<file path="src/rtl/hlh_pkg.sv">
// hlh_pkg: shared types, default widths and the 4-state encoder for the
// hilihase change-capture block.
//   hlh_code_e  - 2-bit value code: 0, 1, X, Z
//   hlh_event_t - {id, code, ts} record at default widths
//   to_code()   - maps one 4-state bit to its hlh_code_e
package hlh_pkg;

  localparam int HLH_NUM_SIG = 8;
  localparam int HLH_DEPTH   = 16;
  localparam int HLH_TS_W    = 32;
  localparam int HLH_ID_W    = 8;
  localparam int HLH_ID_BASE = 1;

  typedef enum logic [1:0] {
    HLH_C0 = 2'd0,
    HLH_C1 = 2'd1,
    HLH_CX = 2'd2,
    HLH_CZ = 2'd3
  } hlh_code_e;

  typedef struct packed {
    logic [HLH_ID_W-1:0] id;
    hlh_code_e           code;
    logic [HLH_TS_W-1:0] ts;
  } hlh_event_t;

  // Case equality keeps X and Z distinct in simulation; a synthesised
  // netlist can only ever produce HLH_C0 or HLH_C1.
  function automatic hlh_code_e to_code(input logic v);
    if (v === 1'b0) return HLH_C0;
    if (v === 1'b1) return HLH_C1;
    if (v === 1'bz) return HLH_CZ;
    return HLH_CX;
  endfunction

endpackage

</file>
<file path="src/rtl/hlh_evt_fifo.sv">
// hlh_evt_fifo: show-ahead FIFO for packed change events.
// Ports:
//   clk, rst       clock, async active-high reset
//   push_i, din_i  write request and data (ignored when full without pop)
//   pop_i          read request (ignored when empty)
//   full_o         occupancy == DEPTH
//   empty_o        occupancy == 0
//   dout_o         head entry; holds the last head value once empty
//   level_o        occupancy
module hlh_evt_fifo
  import hlh_pkg::*;
#(
  parameter int W     = $bits(hlh_event_t),
  parameter int DEPTH = HLH_DEPTH,
  localparam int AW   = $clog2(DEPTH),
  localparam int LW   = AW + 1
) (
  input  logic          clk,
  input  logic          rst,
  input  logic          push_i,
  input  logic [W-1:0]  din_i,
  input  logic          pop_i,
  output logic          full_o,
  output logic          empty_o,
  output logic [W-1:0]  dout_o,
  output logic [LW-1:0] level_o
);

  logic [W-1:0]  mem_q [DEPTH];
  logic [AW-1:0] wr_q, rd_q, rd_d;
  logic [LW-1:0] cnt_q, cnt_d, cnt_pop;
  logic [W-1:0]  dout_q, dout_d;
  logic          do_push, do_pop;

  assign full_o  = (cnt_q == LW'(DEPTH));
  assign empty_o = (cnt_q == '0);
  assign do_pop  = pop_i && !empty_o;
  assign do_push = push_i && (!full_o || do_pop);

  // The head is registered so the payload stays put when the FIFO empties.
  // A push into an otherwise-empty FIFO bypasses the memory read.
  always_comb begin
    cnt_pop = cnt_q - LW'(do_pop);
    cnt_d   = cnt_pop + LW'(do_push);
    rd_d    = rd_q + AW'(do_pop);
    dout_d  = dout_q;
    if (cnt_d != '0) dout_d = (cnt_pop == '0) ? din_i : mem_q[rd_d];
  end

  always_ff @(posedge clk) begin
    if (do_push) mem_q[wr_q] <= din_i;
  end

  always_ff @(posedge clk or posedge rst) begin
    if (rst) begin
      wr_q   <= '0;
      rd_q   <= '0;
      cnt_q  <= '0;
      dout_q <= '0;
    end else begin
      wr_q   <= wr_q + AW'(do_push);
      rd_q   <= rd_d;
      cnt_q  <= cnt_d;
      dout_q <= dout_d;
    end
  end

  assign dout_o  = dout_q;
  assign level_o = cnt_q;

endmodule

</file>
<file path="src/rtl/hlh_change_capture.sv">
// hlh_change_capture: watches NUM_SIG 4-state signals, timestamps each code
// change and queues {id, code, time} events for the hilihase read path.
// Optional build macro HLH_INIT_SNAPSHOT_EN: on enable rising, every signal
// is queued once with its initial code (default: snapshot loads silently).
// Ports:
//   clk, rst          clock, async active-high reset
//   enable            capture enable (also gates the time counter)
//   sig_in            monitored signals
//   ev_valid/ev_ready event handshake; ev_id, ev_code, ev_time payload
//   level             FIFO occupancy
//   coalesce_cnt      saturating count of pending events overwritten
//   ovf_clr           synchronous clear of coalesce_cnt (wins over increment)
module hlh_change_capture
  import hlh_pkg::*;
#(
  parameter int NUM_SIG = HLH_NUM_SIG,
  parameter int DEPTH   = HLH_DEPTH,
  parameter int TS_W    = HLH_TS_W,
  parameter int ID_W    = HLH_ID_W,
  parameter int ID_BASE = HLH_ID_BASE
) (
  input  logic                     clk,
  input  logic                     rst,
  input  logic                     enable,
  input  logic [NUM_SIG-1:0]       sig_in,
  output logic                     ev_valid,
  input  logic                     ev_ready,
  output logic [ID_W-1:0]          ev_id,
  output logic [1:0]               ev_code,
  output logic [TS_W-1:0]          ev_time,
  output logic [$clog2(DEPTH):0]   level,
  output logic [15:0]              coalesce_cnt,
  input  logic                     ovf_clr
);

  localparam int PW   = (NUM_SIG > 1) ? $clog2(NUM_SIG) : 1;
  localparam int EV_W = ID_W + 2 + TS_W;

  logic [NUM_SIG-1:0][1:0]      code_now;
  logic [NUM_SIG-1:0][1:0]      s_q, s_d, pcode_q, pcode_d;
  logic [NUM_SIG-1:0][TS_W-1:0] pts_q, pts_d;
  logic [NUM_SIG-1:0]           pend_q, pend_d;
  logic [TS_W-1:0]              ts_q;
  logic [PW-1:0]                rr_q, rr_d, gnt_idx;
  logic [15:0]                  coal_q, coal_d;
  logic [16:0]                  coal_sum;
  logic [5:0]                   coal_inc;
  logic                         en_q, en_rise, gnt_vld, fifo_full, fifo_empty, can_push;
  logic [EV_W-1:0]              push_data, head;

  always_comb begin
    code_now = '0;
    for (int i = 0; i < NUM_SIG; i++) code_now[i] = to_code(sig_in[i]);
  end

  assign en_rise  = enable && !en_q;
  assign can_push = !fifo_full || (ev_valid && ev_ready);

  // Round-robin: search starts at rr_q, the index after the last grant.
  always_comb begin
    gnt_vld = 1'b0;
    gnt_idx = '0;
    for (int k = 0; k < NUM_SIG; k++) begin
      if (!gnt_vld && pend_q[(int'(rr_q) + k) % NUM_SIG]) begin
        gnt_vld = 1'b1;
        gnt_idx = PW'((int'(rr_q) + k) % NUM_SIG);
      end
    end
    gnt_vld = gnt_vld && can_push;
  end

  assign push_data = {ID_W'(ID_BASE) + ID_W'(gnt_idx), pcode_q[gnt_idx], pts_q[gnt_idx]};

  // Detection is applied after the grant so a same-cycle change re-arms the
  // pending slot with fresh data; it is only a coalesce if nothing left.
  always_comb begin
    s_d      = s_q;
    pend_d   = pend_q;
    pcode_d  = pcode_q;
    pts_d    = pts_q;
    rr_d     = rr_q;
    coal_inc = '0;
    if (gnt_vld) begin
      pend_d[gnt_idx] = 1'b0;
      rr_d = (gnt_idx == PW'(NUM_SIG - 1)) ? '0 : gnt_idx + 1'b1;
    end
    if (en_rise) begin
      s_d = code_now;
`ifdef HLH_INIT_SNAPSHOT_EN
      pend_d  = '1;
      pcode_d = code_now;
      for (int i = 0; i < NUM_SIG; i++) pts_d[i] = ts_q;
      rr_d = '0;
`endif
    end else if (enable) begin
      for (int i = 0; i < NUM_SIG; i++) begin
        if (code_now[i] != s_q[i]) begin
          s_d[i]     = code_now[i];
          pend_d[i]  = 1'b1;
          pcode_d[i] = code_now[i];
          pts_d[i]   = ts_q;
          if (pend_q[i] && !(gnt_vld && gnt_idx == PW'(i))) coal_inc = coal_inc + 6'd1;
        end
      end
    end
  end

  assign coal_sum = {1'b0, coal_q} + 17'(coal_inc);
  assign coal_d   = ovf_clr ? '0 : (coal_sum[16] ? 16'hFFFF : coal_sum[15:0]);

  always_ff @(posedge clk or posedge rst) begin
    if (rst) begin
      en_q    <= 1'b0;
      ts_q    <= '0;
      s_q     <= '0;
      pend_q  <= '0;
      pcode_q <= '0;
      pts_q   <= '0;
      rr_q    <= '0;
      coal_q  <= '0;
    end else begin
      en_q    <= enable;
      ts_q    <= enable ? ts_q + 1'b1 : ts_q;
      s_q     <= s_d;
      pend_q  <= pend_d;
      pcode_q <= pcode_d;
      pts_q   <= pts_d;
      rr_q    <= rr_d;
      coal_q  <= coal_d;
    end
  end

  hlh_evt_fifo #(.W(EV_W), .DEPTH(DEPTH)) u_fifo (
    .clk     (clk),
    .rst     (rst),
    .push_i  (gnt_vld),
    .din_i   (push_data),
    .pop_i   (ev_ready),
    .full_o  (fifo_full),
    .empty_o (fifo_empty),
    .dout_o  (head),
    .level_o (level)
  );

  assign ev_valid                  = !fifo_empty;
  assign {ev_id, ev_code, ev_time} = head;
  assign coalesce_cnt              = coal_q;

endmodule

</file>
<file path="config.mk">
export PLATFORM = sky130hd
export DESIGN_NAME = hlh_change_capture
export DESIGN_NICKNAME = d
export VERILOG_FILES = /design/src/rtl/hlh_pkg.sv /design/src/rtl/hlh_evt_fifo.sv /design/src/rtl/hlh_change_capture.sv
export SDC_FILE = /design/constraint.sdc
export NUM_CORES = 1
export LEC_CHECK = 0
export BUFFER_PORTS_ARGS = -buffer_cell sky130_fd_sc_hd__buf_2
export CAP_MARGIN = 15
export CORE_ASPECT_RATIO = 0.75
export CORE_MARGIN = 4
export CORE_UTILIZATION = 40
export CTS_CLUSTER_DIAMETER = 30
export CTS_CLUSTER_SIZE = 40
export DETAILED_ROUTE_END_ITERATION = 7
export MAX_ROUTING_LAYER = met4
export SLEW_MARGIN = 5
export SYNTH_ARGS = -nofsm -noshare
export SYNTH_HDL_FRONTEND = slang
export SYNTH_SLANG_ARGS = --single-unit
</file>
<file path="constraint.sdc">
create_clock -name clk -period 14.8 [get_ports clk]
set_input_delay 0.74 -clock clk [delete_from_list [all_inputs] [get_ports clk]]
set_output_delay 0.74 -clock clk [all_outputs]
set_load 0.05 [all_outputs]
</file>
==> results.ini, run 1 <==
[cts]
post_cts_buffers = 0
cts_tree = yes
cts_made_buffers = 158
hold_buffers = 0
cts_max_level = 4
clkSinkCount = 974
cts_buffer_depth = 3
path_clk_slew_ps = 50
cts-root-buf = clkbuf_16
clock_latency_ps = 750
cts_resized = 0

[critical_path]
crit_required_ps = 15420
cp_slowest_cell = inv_2
cp-start-kind = flip-flop
crit_type = flip-flop to flip-flop
cp_slowest_stage_delay_ps = 950
crit_top_cell = ha_1
worstPathMaxFanout = 41
arrival_ps = 11630
worstRegToRegCells = 40
cp-end-kind = flip-flop

[synth]
synth_top_family_by_area = multiplexers
syn_inst = 2674
ys_seq_area_share_pct = 65.3
synth_area_leaders = edfxtp_1 (42%), dfrtp_1 (23%), mux4_2 (10%)
ys_types = 83
synth_top_area_cell = edfxtp_1
syn_area_per_cell_sq_um = 15.7
synth.top_cell.area_share_pct = 42.5
synth_ff_type = edfxtp_1
synthArstFlopShare_pct = 39.2
muxShareOfSynthArea_pct = 19.2
synth_adder_area_share_pct = 0.915
synth_warnings = 0
synth_xor_area_share_pct = 1.80
synth-edff-count = 592
synth_compound_area_share_pct = 4.08
synth_seq_cells = 974
yosys.area_share.simple_pct = 6.53
syn_area_sq_um = 41900

[sta]
worst_pin_slew_ps = 1060
setup-violations-final = 0
hold_viol_final = 0
timing.final.crit_period_ps = 11000
max_freq_mhz = 90.9
rsz0062_at_grt = false
whs_ps = 135
slew_headroom_pct = 29.1
fin_setup_tns_ps = 0
finalCritPeriodShare_pct = 74.3
drv_slew = 0
skew_ps = 29.0

[placement]
place_area_sq_um = 43800
gp_congestion = 0.823
port_buffers = 71
dp_hpwl_um = 53900

[floorplan]
core-area_sq_um = 104000
die_width_um = 382
dieArea_sq_um = 110000
die_h_um = 288
io_pins = 77
fp-row-count = 102
initial_core_util_pct = 40.4

[cells_and_area]
syn_to_final_growth_pct = 17.8
layout.nets = 2806
antennaDiodeCount = 0
finalInstanceArea_sq_um = 49300
drive_gt1_share_pct = 32.7
final_core_util_pct = 47.6
nFillCells = 8706

[grt]
grt_pass1_vias = 25000
grt_usage_pct = 19.0
grt_pass1_wl_um = 154000
grt_overflow = 0
grt_max_degree = 107
antenna_found_initial = 1

[run]
max-cap-violations = 0

[routing]
route.detailed.drc = 0
wirelength_um = 100000
drtIter0Drc = 2174
via_count = 23900
antenna_left = 0
post_drt_wl_per_cell_um = 23.4
firstDrtPassIters = 5
viasPerCell = 5.56

[hold_path]
holdCritPathClass = input pin to asynchronous set/reset pin

[run_status]
outcome = finished clean

==> worst paths after layout <==
kind                       slack (ps)               from                 to
setup / recovery                 3800            rr_q[0]   coalesce_cnt[15]
hold / removal                    130                rst         pts_q[136]
setup reg to reg                 3800            rr_q[0]   coalesce_cnt[15]
hold reg to reg                   470  u_fifo.dout_o[25]  u_fifo.dout_o[25]
max in group asynchronous       11510                rst  u_fifo.dout_o[32]
min in group clk                  280          sig_in[1]             s_q[2]
==> synthesized netlist by cell type (35+ instances only) <==
| cell type | n |
|---|---|
| mux4_2 | 195 |
| xnor2_1 | 47 |
| nor2_1 | 50 |
| dfrtp_1 | 382 |
| clkbuf_1 | 149 |
| a21oi_1 | 40 |
| mux2i_1 | 52 |
| edfxtp_1 | 592 |
| and3_1 | 37 |
| mux2_2 | 273 |
| nand3_1 | 91 |
| nand2_1 | 346 |
| o21ai_0 | 63 |
| a31o_2 | 35 |
==> registers in the layout (all words and copies together) (netlist names), 4 cells and up <==
signal and flops:
pend_q 8, u_fifo.wr_q 4, u_fifo.level_o 5, u_fifo.mem_q 592, coalesce_cnt 16, u_fifo.dout_o 37
pts_q 256, ts_q 32, s_q 8, pcode_q 8, u_fifo.rd_q 4
==> worst max-delay path: cells and delay by family, from the launching register on <==
family,cells,cell delay (ps)
multiplexers,5,1360
AND/OR/NAND/NOR,11,1630
adder cells (fa/ha/maj),9,3180
flip-flops,1,920
buffers and inverters,4,1270
AO/OA/AOI/OAI,11,2420
==> stage by stage <==
stage	setup WS, ps	cells
5_1_grt	3020	4297
3_5_place_dp	3910	4007
4_1_cts	3870	4297
3_3_place_gp	4190	4007
2_1_floorplan	3450	2678
6_report	3800	4297
==> area by class of cell <==
type                            count  area (sq um)  share of cell area (%)
Clock buffer                      181          4120                    8.36
Sequential cell                   974         27300                    55.4
Clock inverter                    109          1410                    2.86
Inverter                           29           119                   0.241
Tap cell                         1404          1760                    3.56
Timing Repair Buffer              118           708                    1.44
Multi-Input combinational cell   1482         13900                    28.1
==> layout by cell type, fill, tap and decap left out, types with 36 or more instances in the layout <==
master     netlist  final
buf_4            5     47
o21ai_0         63     63
mux2i_1         52     52
edfxtp_1       592    592
a21oi_1         40     40
and3_1          37     37
xnor2_1         47     46
mux4_2         195    195
buf_2            6     71
clkbuf_16        0    161
nor2_1          50     36
nand3_1         91     90
dfrtp_1        382    382
mux2_2         273    273
nand2_1        346    346
==> cells by family (layout without fill, tap and decap cells) <==
family | count (synthesis) | after routing
adder cells (fa/ha/maj) | 30 | 30
multiplexers | 525 | 525
AND/OR/NAND/NOR | 608 | 608
other | 1 | 5
AO/OA/AOI/OAI | 235 | 235
XOR/XNOR | 79 | 79
buffers and inverters | 222 | 437
flip-flops | 974 | 974
==> routing by layer <==
| metal | wire [um] | GRT usage, % |
|---|---|---|
| met5 | 0 | - |
| met4 | 1730 | 5.70 |
| met3 | 5640 | 3.01 |
| met2 | 47400 | 29.2 |
| met1 | 45600 | 26.3 |
Power of run 1 is left out: the tool's default activity adds up to more than one toggle a clock period on the data nets, which glitch-free logic cannot reach.
==> inputs of run 2 (changes only) <==
- clock period: 14.8 -> 9.6 ns (I/O delays scaled with it)
==> run 2 against run 1 <==
Compared with the run above:
- non-clock buffer count is 16 higher
- final area is 0.75% higher
- clock-buffer cell count is 9 higher
- via count is 0.34% lower
- sequential share of layout area is 0.41 points lower
- critical path type unchanged
- highest routed layer unchanged
- clock skew is 11 ps higher
- utilization is 0.36 points higher
- fmax is 23% higher
- worst setup slack worse by 3100 ps
- routed wire length hardly changed
- die area stayed put
- worst hold slack worse by 29 ps
==> results.ini, run 2 (synthesis results as in run 1) <==
[floorplan]
io_pins = 77
initial_core_util_pct = 40.4
core-area_sq_um = 104000
fp-row-count = 102
die_h_um = 288
dieArea_sq_um = 110000
die_width_um = 382

[cts]
clock_latency_ps = 750
cts_tree = yes
path_clk_slew_ps = 40
cts_max_level = 4
cts_buffer_depth = 3
cts-root-buf = clkbuf_16
cts_made_buffers = 161
clkSinkCount = 974
cts_resized = 0
post_cts_buffers = 0

[routing]
route.detailed.drc = 0
post_drt_wl_per_cell_um = 23.2
firstDrtPassIters = 5
wirelength_um = 100000
viasPerCell = 5.51
antenna_left = 0
drtIter0Drc = 1711
via_count = 23800

[placement]
port_buffers = 71
dp_hpwl_um = 53900
dp_cells = 4018
gp_congestion = 0.805
place_area_sq_um = 43900

[sta]
setup-violations-final = 0
rsz0062_at_grt = false
hold_viol_final = 0
worst_pin_slew_ps = 1120
finalCritPeriodShare_pct = 93.1
whs_ps = 106
max_freq_mhz = 112
drv_slew = 0
slew_headroom_pct = 25.4
fin_setup_tns_ps = 0
skew_ps = 40.3
timing.final.crit_period_ps = 8940

[critical_path]
arrival_ps = 9590
crit_required_ps = 10250
crit_top_cell = ha_1
worstPathMaxFanout = 14
crit_type = flip-flop to flip-flop
cp-end-kind = flip-flop
cp_slowest_cell = o311ai_0
worstRegToRegCells = 36
cp_slowest_stage_delay_ps = 590
r2r_slack_ps = 660
cp-start-kind = flip-flop

[cells_and_area]
finalInstanceArea_sq_um = 49700
drive_gt1_share_pct = 33.3
final_common_cell = edfxtp_1
syn_to_final_growth_pct = 18.7
largest_reg_flops = 592
top_register = u_fifo.mem_q
final_cells = 4325
nFillCells = 8685
layout.nets = 2825
final_cell_mix = edfxtp_1 (592), dfrtp_1 (382), nand2_1 (346)

[hold_path]
holdCritPathClass = input pin to flip-flop
whs_path_depth = 2

[grt]
grt_overflow = 0
grt_pass1_vias = 24900
grt_usage_pct = 19.0
grt_max_degree = 149
grt_pass1_wl_um = 154000
antenna_found_initial = 1

[run]
max-cap-violations = 0

[run_status]
outcome = finished clean

-- run 2: changes by cell type in the layout (fill, tap and decap cells not counted), moves of 3 or more --
cell           previous run  this run
buf_4                    47        56
clkbuf_1                 18        13
clkbuf_16               161       166
clkbuf_8                  2        11
clkinv_2                 15        21
clkinv_4                 12        17
clkinvlp_4               15        12
dlygate4sd3_1             0         4
inv_6                    25        16
inv_8                     2         6
-- run 2: final timing paths --
path                                     end         startpoint
setup / recovery             coalesce_cnt[3]            rr_q[0]
hold / removal                        s_q[6]          sig_in[3]
setup reg to reg             coalesce_cnt[3]            rr_q[0]
hold reg to reg            u_fifo.dout_o[29]  u_fifo.dout_o[29]
max in group asynchronous          pend_q[0]                rst
min in group asynchronous   u_fifo.dout_o[3]                rst
-- run 2: per-stage QoR --
step | setup slack [ps] | utilization (%)
finish | 658 | 48.0
CTS | 718 | 48.0
global placement | 747 | 42.4
global route | 7.32 | 48.0
floorplan | 698 | -
detailed placement | 705 | 42.4
-- run 2: layer usage --
layer / global-route usage, % / share of wire [%]
met5: - / 0
met4: 6.30 / 2.2
met3: 3.28 / 5.4
met2: 28.7 / 46
met1: 26.5 / 46
-- run 2: critical path, delay by kind of cell (launching register included) --
family / cells / cell delay, ps
compound gates: 11 / 2010
fa+ha+maj: 8 / 2510
buf+inv: 3 / 480
flops: 1 / 480
mux: 5 / 1660
simple gates: 9 / 1720
-- run 2: area by class of cell --
type | count | area [sq um] | area share (%)
clock buffer | 190 | 4350 | 8.76
multi-input combinational | 1482 | 13900 | 27.9
inverter | 29 | 115 | 0.232
sequential | 974 | 27300 | 55.0
clock inverter | 111 | 1380 | 2.78
tap | 1404 | 1760 | 3.54
timing repair buffer | 134 | 883 | 1.78
antenna | 1 | 2.50 | 0.00504
-- run 2: timing repair --
action,4_1_cts,5_1_grt
hold buffers,4,0
endpoints found under the hold margin,35,0
setup endpoints to repair,0,0
Power of run 2 is left out for the same reason.
